## config.mk

```make
export PLATFORM = sky130hd
export DESIGN_NAME = q_update_engine_flat
export DESIGN_NICKNAME = d
export VERILOG_FILES = /design/src/rtl/q_update_engine_pkg.sv /design/src/rtl/q_update_engine_if.sv /design/src/rtl/q_barrel_sra.sv /design/src/rtl/q_update_engine.sv /design/src/flat_wrapper.sv
export SDC_FILE = /design/constraint.sdc
export NUM_CORES = 1
export LEC_CHECK = 0
export BUFFER_PORTS_ARGS = -buffer_cell sky130_fd_sc_hd__clkbuf_2
export CORE_MARGIN = 10
export CORE_UTILIZATION = 25
export CTS_BUF_LIST = sky130_fd_sc_hd__clkbuf_16
export CTS_CLUSTER_DIAMETER = 30
export DETAILED_ROUTE_END_ITERATION = 6
export PLACE_DENSITY = 0.41
export SETUP_SLACK_MARGIN = 0.02
export SYNTH_ARGS = -nofsm -noshare
export SYNTH_HDL_FRONTEND = slang
export SYNTH_SLANG_ARGS = --single-unit
```

## constraint.sdc

```tcl
create_clock -name clk -period 6.12 [get_ports clk]
set_input_delay 0.918 -clock clk [delete_from_list [all_inputs] [get_ports clk]]
set_output_delay 0.918 -clock clk [all_outputs]
set_load 0.01 [all_outputs]
```

## src/rtl/q_update_engine_pkg.sv

```systemverilog
// Shared types, default widths and saturation helper for the Q-learning update engine.
// Saturating build selected by defining Q_UPD_SAT_EN.
package q_upd_pkg;

    localparam int unsigned Q_W_DEF     = 16;
    localparam int unsigned NUM_ACT_DEF = 9;
    localparam int unsigned IDX_W_DEF   = 4;
    localparam int unsigned SH_W_DEF    = 4;

    localparam logic signed [Q_W_DEF-1:0] Q_MIN = {1'b1, {(Q_W_DEF-1){1'b0}}};
    localparam logic signed [Q_W_DEF-1:0] Q_MAX = {1'b0, {(Q_W_DEF-1){1'b1}}};

    typedef enum logic [2:0] {
        IDLE,
        SCAN,
        DRAIN,
        CALC,
        RESP
    } state_t;

    typedef struct packed {
        logic               sat;
        logic signed [31:0] val;
    } sat_res_t;

    // Clamp x into the signed range of a w-bit value and flag whether clipping happened.
    function automatic sat_res_t saturate(input logic signed [31:0] x, input int unsigned w);
        logic signed [31:0] hi;
        logic signed [31:0] lo;
        sat_res_t           r;
        hi    = (32'sd1 <<< (w - 1)) - 32'sd1;
        lo    = -hi - 32'sd1;
        r.sat = 1'b0;
        r.val = x;
        if (x > hi) begin
            r.val = hi;
            r.sat = 1'b1;
        end else if (x < lo) begin
            r.val = lo;
            r.sat = 1'b1;
        end
        return r;
    endfunction

endpackage

```

## src/rtl/q_update_engine_if.sv

```systemverilog
// Request / Q-table read / response bundle between the update engine and its neighbours.
// resp_sat exists only when Q_UPD_SAT_EN is defined.
interface q_update_engine_if
    import q_upd_pkg::*;
#(
    parameter int unsigned Q_W     = Q_W_DEF,
    parameter int unsigned NUM_ACT = NUM_ACT_DEF,
    parameter int unsigned IDX_W   = IDX_W_DEF,
    parameter int unsigned SH_W    = SH_W_DEF
) ();

    logic               req_valid;
    logic               req_ready;
    logic [Q_W-1:0]     req_q;
    logic [Q_W-1:0]     req_reward;
    logic [SH_W-1:0]    req_alpha_sh;
    logic [SH_W-1:0]    req_gamma_sh;
    logic               req_terminal;
    logic [NUM_ACT-1:0] req_act_mask;

    logic               qrd_en;
    logic [IDX_W-1:0]   qrd_idx;
    logic [Q_W-1:0]     qrd_data;

    logic               resp_valid;
    logic               resp_ready;
    logic [Q_W-1:0]     resp_q_new;
`ifdef Q_UPD_SAT_EN
    logic               resp_sat;

    modport master (
        output req_valid, req_q, req_reward, req_alpha_sh, req_gamma_sh, req_terminal, req_act_mask,
        input  req_ready,
        input  qrd_en, qrd_idx,
        output qrd_data,
        input  resp_valid, resp_q_new, resp_sat,
        output resp_ready
    );

    modport slave (
        input  req_valid, req_q, req_reward, req_alpha_sh, req_gamma_sh, req_terminal, req_act_mask,
        output req_ready,
        output qrd_en, qrd_idx,
        input  qrd_data,
        output resp_valid, resp_q_new, resp_sat,
        input  resp_ready
    );
`else
    modport master (
        output req_valid, req_q, req_reward, req_alpha_sh, req_gamma_sh, req_terminal, req_act_mask,
        input  req_ready,
        input  qrd_en, qrd_idx,
        output qrd_data,
        input  resp_valid, resp_q_new,
        output resp_ready
    );

    modport slave (
        input  req_valid, req_q, req_reward, req_alpha_sh, req_gamma_sh, req_terminal, req_act_mask,
        output req_ready,
        output qrd_en, qrd_idx,
        input  qrd_data,
        output resp_valid, resp_q_new,
        input  resp_ready
    );
`endif

endinterface

```

## src/rtl/q_barrel_sra.sv

```systemverilog
// Arithmetic right barrel shifter; shifts at or beyond W fill with the sign bit (0 or -1).
module q_barrel_sra #(
    parameter int unsigned W    = 18,
    parameter int unsigned SH_W = 4
) (
    input  logic signed [W-1:0]    din,
    input  logic        [SH_W-1:0] sh,
    output logic signed [W-1:0]    dout
);

    // >>> on a signed operand sign-fills, so oversized shifts saturate to 0 / -1 naturally.
    assign dout = din >>> sh;

endmodule

```

## src/rtl/q_update_engine.sv

```systemverilog
// Sequential Q-learning update: Q + 2^-a * (r + 2^-g * max(Q_next) - Q), max found by a Q-table row scan.
// Define Q_UPD_SAT_EN to clamp the result and expose resp_sat; otherwise the result wraps.
module q_update_engine
    import q_upd_pkg::*;
#(
    parameter int unsigned Q_W     = Q_W_DEF,
    parameter int unsigned NUM_ACT = NUM_ACT_DEF,
    parameter int unsigned IDX_W   = IDX_W_DEF,
    parameter int unsigned SH_W    = SH_W_DEF
) (
    input  logic            clk,
    input  logic            rst_n,
    q_update_engine_if.slave bus
);

    localparam int unsigned             EW       = Q_W + 2;
    localparam logic [IDX_W-1:0]        LAST_IDX = IDX_W'(NUM_ACT - 1);
    localparam logic signed [Q_W-1:0]   QMIN_W   = {1'b1, {(Q_W-1){1'b0}}};

    state_t              state, state_nxt;
    logic [IDX_W-1:0]    k, k_nxt;
    logic                req_ready_r, req_ready_nxt;
    logic                qrd_en_r, qrd_en_nxt;
    logic                resp_valid_r, resp_valid_nxt;
    logic                accept_c;

    logic signed [Q_W-1:0] q_l, rew_l, qmax, resp_q_new_r;
    logic [SH_W-1:0]       ash_l, gsh_l;
    logic                  term_l;
    logic [NUM_ACT-1:0]    mask_l;
    logic                  rd_pend;
    logic [IDX_W-1:0]      rd_idx;

    logic signed [EW-1:0]  qmax_ext_c, qmax_x_c, q_x_c, rew_x_c, gq_c, td_c, step_c, sum_c;
    logic signed [Q_W-1:0] result_c;

    assign accept_c       = bus.req_valid && req_ready_r;
    assign bus.req_ready  = req_ready_r;
    assign bus.qrd_en     = qrd_en_r;
    assign bus.qrd_idx    = k;
    assign bus.resp_valid = resp_valid_r;
    assign bus.resp_q_new = resp_q_new_r;

    // Next-state and registered-output decode.
    always_comb begin
        state_nxt = state;
        k_nxt     = '0;
        unique case (state)
            IDLE:  if (accept_c) state_nxt = bus.req_terminal ? CALC : SCAN;
            SCAN: begin
                if (k == LAST_IDX) state_nxt = DRAIN;
                else               k_nxt     = k + 1'b1;
            end
            DRAIN: state_nxt = CALC;
            CALC:  state_nxt = RESP;
            RESP:  if (bus.resp_ready) state_nxt = IDLE;
            default: state_nxt = IDLE;
        endcase
        req_ready_nxt  = (state_nxt == IDLE);
        qrd_en_nxt     = (state_nxt == SCAN);
        resp_valid_nxt = (state_nxt == RESP);
    end

    always_ff @(posedge clk or negedge rst_n) begin
        if (!rst_n) begin
            state        <= IDLE;
            k            <= '0;
            req_ready_r  <= 1'b1;
            qrd_en_r     <= 1'b0;
            resp_valid_r <= 1'b0;
        end else begin
            state        <= state_nxt;
            k            <= k_nxt;
            req_ready_r  <= req_ready_nxt;
            qrd_en_r     <= qrd_en_nxt;
            resp_valid_r <= resp_valid_nxt;
        end
    end

    // Request latches, read-return pipeline and running max over legal actions.
    always_ff @(posedge clk or negedge rst_n) begin
        if (!rst_n) begin
            q_l          <= '0;
            rew_l        <= '0;
            ash_l        <= '0;
            gsh_l        <= '0;
            term_l       <= 1'b0;
            mask_l       <= '0;
            qmax         <= '0;
            rd_pend      <= 1'b0;
            rd_idx       <= '0;
            resp_q_new_r <= '0;
        end else begin
            rd_pend <= qrd_en_r;
            rd_idx  <= k;
            if (accept_c) begin
                q_l    <= bus.req_q;
                rew_l  <= bus.req_reward;
                ash_l  <= bus.req_alpha_sh;
                gsh_l  <= bus.req_gamma_sh;
                term_l <= bus.req_terminal;
                mask_l <= bus.req_act_mask;
                qmax   <= QMIN_W;
            end else if (rd_pend && mask_l[rd_idx] && ($signed(bus.qrd_data) > qmax)) begin
                qmax <= $signed(bus.qrd_data);
            end
            if (state == CALC) resp_q_new_r <= result_c;
        end
    end

    // TD datapath in Q_W+2 bits; no legal move or terminal next state means max(Q_next) = 0.
    assign qmax_ext_c = EW'(qmax);
    assign qmax_x_c   = (term_l || (mask_l == '0)) ? '0 : qmax_ext_c;
    assign q_x_c      = EW'(q_l);
    assign rew_x_c    = EW'(rew_l);

    q_barrel_sra #(.W(EW), .SH_W(SH_W)) u_gamma_sra (
        .din  (qmax_x_c),
        .sh   (gsh_l),
        .dout (gq_c)
    );

    assign td_c = rew_x_c + gq_c - q_x_c;

    q_barrel_sra #(.W(EW), .SH_W(SH_W)) u_alpha_sra (
        .din  (td_c),
        .sh   (ash_l),
        .dout (step_c)
    );

    assign sum_c = q_x_c + step_c;

`ifdef Q_UPD_SAT_EN
    sat_res_t sat_c;
    logic     resp_sat_r;

    assign sat_c        = saturate(32'(sum_c), Q_W);
    assign result_c     = Q_W'(sat_c.val);
    assign bus.resp_sat = resp_sat_r;

    always_ff @(posedge clk or negedge rst_n) begin
        if (!rst_n)              resp_sat_r <= 1'b0;
        else if (state == CALC)  resp_sat_r <= sat_c.sat;
    end
`else
    assign result_c = Q_W'(sum_c);
`endif

endmodule

```

## src/flat_wrapper.sv

```systemverilog
// flat-port wrapper written by rule: the top's interface ports become plain ports
module q_update_engine_flat import q_upd_pkg::*;
#(
    parameter int unsigned Q_W     = Q_W_DEF,
    parameter int unsigned NUM_ACT = NUM_ACT_DEF,
    parameter int unsigned IDX_W   = IDX_W_DEF,
    parameter int unsigned SH_W    = SH_W_DEF
)
  (clk, rst_n, bus_req_valid, bus_req_q, bus_req_reward, bus_req_alpha_sh, bus_req_gamma_sh, bus_req_terminal, bus_req_act_mask, bus_req_ready, bus_qrd_en, bus_qrd_idx, bus_qrd_data, bus_resp_valid, bus_resp_q_new, bus_resp_ready);
  q_update_engine_if #(.Q_W(Q_W), .NUM_ACT(NUM_ACT), .IDX_W(IDX_W), .SH_W(SH_W)) bus_i ();
  input  logic clk;
  input  logic rst_n;
  input wire logic [$bits(bus_i.req_valid)-1:0] bus_req_valid;
  input wire logic [$bits(bus_i.req_q)-1:0] bus_req_q;
  input wire logic [$bits(bus_i.req_reward)-1:0] bus_req_reward;
  input wire logic [$bits(bus_i.req_alpha_sh)-1:0] bus_req_alpha_sh;
  input wire logic [$bits(bus_i.req_gamma_sh)-1:0] bus_req_gamma_sh;
  input wire logic [$bits(bus_i.req_terminal)-1:0] bus_req_terminal;
  input wire logic [$bits(bus_i.req_act_mask)-1:0] bus_req_act_mask;
  output wire logic [$bits(bus_i.req_ready)-1:0] bus_req_ready;
  output wire logic [$bits(bus_i.qrd_en)-1:0] bus_qrd_en;
  output wire logic [$bits(bus_i.qrd_idx)-1:0] bus_qrd_idx;
  input wire logic [$bits(bus_i.qrd_data)-1:0] bus_qrd_data;
  output wire logic [$bits(bus_i.resp_valid)-1:0] bus_resp_valid;
  output wire logic [$bits(bus_i.resp_q_new)-1:0] bus_resp_q_new;
  input wire logic [$bits(bus_i.resp_ready)-1:0] bus_resp_ready;
  assign bus_i.req_valid = bus_req_valid;
  assign bus_i.req_q = bus_req_q;
  assign bus_i.req_reward = bus_req_reward;
  assign bus_i.req_alpha_sh = bus_req_alpha_sh;
  assign bus_i.req_gamma_sh = bus_req_gamma_sh;
  assign bus_i.req_terminal = bus_req_terminal;
  assign bus_i.req_act_mask = bus_req_act_mask;
  assign bus_req_ready = bus_i.req_ready;
  assign bus_qrd_en = bus_i.qrd_en;
  assign bus_qrd_idx = bus_i.qrd_idx;
  assign bus_i.qrd_data = bus_qrd_data;
  assign bus_resp_valid = bus_i.resp_valid;
  assign bus_resp_q_new = bus_i.resp_q_new;
  assign bus_i.resp_ready = bus_resp_ready;
  q_update_engine #(.Q_W(Q_W), .NUM_ACT(NUM_ACT), .IDX_W(IDX_W), .SH_W(SH_W)) u_core (.clk(clk), .rst_n(rst_n), .bus(bus_i));
endmodule
```

# ---- Yosys cells after proc, flatten, opt, wreduce, memory -nomap -nowiden
# Cells that the tools add are included.
dict set report word_totals {
  wordCells 50
  inputBits 70
  ff_bits 97
  out_inout_bits 23
}
dict set report classes {
  eq_ne 7
  n_mux 12
  reduce_logical 8
  order_cmp 2
  n_shift 2
  add_sub_neg 4
}
# operator n
set op_table {}
lappend op_table {{two-way mux 16 bit} 2}
lappend op_table {{adder 16 x 18 -> 18 bit} 1}
lappend op_table {{two-way mux 18 bit} 1}
lappend op_table {{>>> shifter 18 x 4 -> 16 bit} 1}
lappend op_table {{>>> shifter 18 x 4 -> 18 bit} 1}
lappend op_table {{subtractor 18 x 16 -> 18 bit} 1}
lappend op_table {{adder 16 bit} 1}
lappend op_table {{> comparator 16 bit} 1}
lappend op_table {{one-hot mux 3 bit (5 select lines)} 1}
lappend op_table {{zero test 9 bit} 1}
lappend op_table {{two-way mux 3 bit} 3}
lappend op_table {{two-way mux 4 bit} 2}
lappend op_table {{equality test 3 x 1 -> 1 bit (second input constant)} 2}
lappend op_table {{equality test 3 x 2 -> 1 bit (second input constant)} 2}
lappend op_table {{equality test 3 bit (second input constant)} 2}
lappend op_table {{zero test 3 bit} 2}
lappend op_table {{< comparator 4 x 5 -> 1 bit (second input constant)} 1}
lappend op_table {{adder 4 x 1 -> 4 bit (second input constant)} 1}
lappend op_table {{binary-select mux 1 bit (select 4 bit)} 1}
lappend op_table {{equality test 4 bit (second input constant)} 1}
lappend op_table {{logical AND 1 bit} 3}
lappend op_table {{two-way mux 2 bit} 1}
lappend op_table {{nonzero test 2 bit} 1}
lappend op_table {{logical OR 1 bit} 1}
lappend op_table {{two-way mux 1 bit} 1}

# ---- Depth between registers and ports, before layout
dict set report logic_depth {
  ltp_word 8
  mapped_depth 33
  mapped_depth_nobuf 30
}

# ---- By module
# From an unflattened synthesis, not the netlist that was laid out.
dict set report hier_totals {
  cells_unflattened 925
  hier_area_um2 8339.2
}
# mod area_per_inst_um2 seq_area_each_um2 n_inst cells_per_inst
set by_module_without_submodules {}
lappend by_module_without_submodules {q_update_engine 6505.0 2428.6 1 693}
lappend by_module_without_submodules {q_barrel_sra 917.1 0.0 2 116}

# ---- Worst setup path before layout
# No wires, ideal clock.
dict set report synth_path {
  kind {reg2reg}
  startpoint {register u_core.gsh_l[1]}
  endpoint {register u_core.resp_q_new_r[14], in the netlist u_core.bus.resp_q_new[14]}
  t_required_ns 6.037
  path_buffers 3
  synth_period_minus_slack_ns 6.685
  arrival_ns 6.603
  path_stages_with_launch 29
  setup_ns 0.083
  slack_ns -0.565
  path_cell_list {dfrtp_1 clkbuf_1 clkbuf_1 clkbuf_1 mux2i_1 a21oi_1 o21ai_0 a211oi_1 fa_1 ha_1 and2b_4 o211ai_2 a211oi_2 or3_1 a221o_2 xor2_2 nand2_1 o221a_2 a211o_1 fa_1 nor2b_1 o21ai_0 a21oi_1 o21ai_0 a211oi_1 a211o_1 a31oi_1 xor2_1 o21ai_0}
}
dict set report synth_via {
  elab_chain_cells 5
}
# item line_no
set synth_lines {}
lappend synth_lines {{start: declaration} q_update_engine.sv:28} ;# logic [SH_W-1:0] ash_l, gsh_l;
lappend synth_lines {{start signal: assignment} q_update_engine.sv:100} ;# gsh_l <= bus.req_gamma_sh;
lappend synth_lines {{>>> shifter 18 x 4 -> 18 bit} q_barrel_sra.sv:12} ;# assign dout = din >>> sh;
lappend synth_lines {{adder 16 x 18 -> 18 bit} q_update_engine.sv:123} ;# assign td_c = rew_x_c + gq_c - q_x_c;
lappend synth_lines {{subtractor 18 x 16 -> 18 bit} q_update_engine.sv:123}
lappend synth_lines {{>>> shifter 18 x 4 -> 16 bit} q_barrel_sra.sv:12}
lappend synth_lines {{adder 16 bit} q_update_engine.sv:131} ;# assign sum_c = q_x_c + step_c;
lappend synth_lines {{end signal: assignment} q_update_engine.sv:107} ;# if (state == CALC) resp_q_new_r <= result_c;
lappend synth_lines {{end: declaration} q_update_engine.sv:27} ;# logic signed [Q_W-1:0] q_l, rew_l, qmax, resp_q_new_r;
# Every way passes these cells.
# A chain may end at the register's enable or synchronous reset.

# ---- Final worst setup path
# Ends and elaborated chain as after synthesis.

==> metrics.yaml <==
synth:
  yosysUniqueCellTypes: 72
  syn_avg_cell_area_um2: 8.48
  synth_top_area_share_pct: 31.5
  async_flop_share_pct: 100
  synth_most_common_cell: "nand2_1"
  synth.largest_area_cell: "dfrtp_1"
  synth-main-ff-cell: "dfrtp_1"
  synthesis.nets: 1037
  yosys_warnings: 0
  synthTopCellsByArea: "dfrtp_1 32%, nand2_1 8.6%, ha_1 8.4%"
  syn-cell-area_um2: 7620
  syn_inst: 899
  ys_ff_latch: 97
  ys_seq_area_share_pct: 31.9
  synth-edff-count: 0
  synth_common_cells: "174 x nand2_1, 96 x dfrtp_1, 67 x o21ai_0"
drt:
  drtAntennaViolNets: 0
  first_pass_iters: 4
  dr_wl_met3_um: 603
  vias: 7159
  highest_layer: "met4"
  drc: 0
  routed_wl_mm: 25.7
  wl_met2_mm: 12.5
  wl_met1_mm: 12.1
  via_per_inst: 4.69
  wire_per_inst_um: 16.8
  drtIter0Drc: 351
floorplan:
  dieArea_um2: 37900
  io_pins: 93
  start_util_pct: 25.5
  die_y_um: 195
  die_w_um: 195
  core_area_um2: 29900
  num_rows: 63
timing:
  rsz0062_at_grt: "yes"
  timing.final.crit_share_pct: 104
  setup_slack_ns: -0.274
  tightest_slew_ns: 1.06
  hold_violations: 0
  fin_worst_skew_ns: 0.0170
  drv_slew: 0
  period_needed_ns: 6.39
  max_freq_mhz: 156
  finalSetupViolations: 7
  hold_slack_ns: 0.462
  slew_headroom_pct: 29.1
setup_path:
  start_kind: "register"
  path_common_cell: "o21ai_2"
  cp_max_fo: 5
  crit_path_top_delay_cell: "dfrtp_2"
  path_class: "register to register"
  worst_path_largest_cell_delay_ns: 0.46
  arrival_ns: 6.68
  end_kind: "register"
  crit_required_ns: 6.40
finish:
  antennaDiodeCount: 0
  final_layout_size_suffix_gt1_share_pct: 35.1
  fillCellCount: 3138
  layout.nets: 1270
  syn_to_final_growth_pct: 38.1
placement:
  portBuffers: 92
  finalWeightedCongestion: 0.832
  pre_cts_slack_ns: -0.988
  dp_hpwl_mm: 20.2
clocking:
  cts-buffers-inserted: 9
  cts_buffer_depth: 2
  path_clk_slew_ns: 0.09
  clk_latency_ns: 0.36
  cts_tree: "built"
  htreeDepth: 3
  cts_num_sinks: 97
  root_buffer: "clkbuf_16"
global_routing:
  grt_pass1_wl_mm: 41.6
  grt_max_degree: 58
  track_usage_pct: 13.4
  grt_pass1_vias: 7667
  overflow: 0
  antenna_found_initial: 0
outcome:
  status: "finished, violations left"
  violations: "setup timing"
worst_hold_path:
  hold_path_class: "register to register"
run:
  maxCapViolations: 0
[placed cells by master (no fill, tap or decap), drive strengths merged, types with 5 or more instances in the layout]
cell	netlist	final
o31ai	17	17
nor2	52	52
nor2b	11	11
or2	5	5
nand3b	5	5
or3	6	6
a21oi	37	37
o21ai	71	71
clkinv	3	6
nand3	28	28
clkbuf	35	102
a211o	9	9
fa	17	17
a211oi	18	18
nand4	5	5
mux4	10	10
nand2	174	174
buf	13	177
nor3	20	20
xor2	14	14
xnor2	13	13
mux2i	31	31
mux2	6	6
dfrtp	96	96
a31oi	7	7
and2	9	9
inv	50	54
o211ai	8	8
ha	51	51
nand2b	11	11
o21a	6	6
a21o	12	12
[routing by layer]
layer | global-route usage, % | vias to the layer above
li1 | - | 3629
met1 | 17.1 | 3431
met2 | 22.9 | 80
met3 | 1.79 | 19
met4 | 3.72 | 0
met5 | 0 | -
[critical path: cells and delay by family (launching register included)]
| family | cells | cell delay, ns |
|---|---|---|
| AO/OA/AOI/OAI | 14 | 2.85 |
| XOR/XNOR | 2 | 0.34 |
| adder cells (fa/ha/maj) | 3 | 0.98 |
| buffers and inverters | 2 | 0.33 |
| flip-flops | 1 | 0.46 |
| multiplexers | 2 | 0.38 |
| AND/OR/NAND/NOR | 6 | 0.98 |
[state kept, by name, summed over array words and instances, names as in the netlist]
name	cells
u_core.rew_l	16
u_core.bus.qrd_en	1
u_core.bus.qrd_idx	4
u_core.qmax	16
u_core.ash_l	4
u_core.bus.req_ready	1
u_core.rd_pend	1
u_core.bus.resp_valid	1
u_core.gsh_l	4
u_core.rd_idx	4
u_core.mask_l	9
u_core.q_l	16
u_core.bus.resp_q_new	16
u_core.term_l	1
u_core.state	3
[final cells by class]
class	instances	area [um2]	share of cell area, %
Clock buffer	9	225	2.14
Clock inverter	7	78.8	0.749
Inverter	53	200	1.90
Multi-Input combinational cell	701	5260	49.9
Sequential cell	97	2430	23.1
Tap cell	390	488	4.64
Timing Repair Buffer	270	1850	17.5
[through the flow]
stage	area (um2)	utilization, %	cells	setup TNS [ns]
finish	10500	35.2	1527	-0.950
global route	10500	35.2	1527	-3.32
floorplan	7680	-	899	0
CTS	10200	34.3	1521	-0.739
global placement	9660	32.3	1496	-6.82
detailed placement	9660	32.3	1496	-6.08
[path summary, 6_finish.rpt]
path | from | end | slack (ns) | cells past startpoint
setup / recovery | u_core.gsh_l[1] | u_core.bus.resp_q_new[14] | -0.27 | 29
hold / removal | u_core.bus.qrd_idx[3] | u_core.rd_idx[3] | 0.46 | 0
setup reg to reg | u_core.gsh_l[1] | u_core.bus.resp_q_new[14] | -0.27 | 29
hold reg to reg | u_core.bus.qrd_idx[3] | u_core.rd_idx[3] | 0.46 | 0
max in group asynchronous | rst_n | u_core.bus.resp_q_new[6] | 4.44 | 2
min in group asynchronous | rst_n | u_core.qmax[12] | 0.61 | 1
[kinds of logic after synthesis]
| kind of cell | synth area share, % |
|---|---|
| mux | 7.91 |
| simple gates | 19.8 |
| xor+xnor | 3.50 |
| fa+ha+maj | 12.8 |
| compound gates | 19.0 |
| flops | 31.9 |
| buf+inv | 5.12 |
[what timing repair did]
item | 4_1_cts | 5_1_grt
setup buffers | 9 | 8
resized for setup | 54 | 48
endpoints found under the setup margin | 11 | 11
cloned | 0 | 2
hold buffers | 0 | 0
pin swaps | 20 | 17
Power is not shown: default switching activity piles up to over one toggle a cycle in this logic, so the estimate is an artifact.
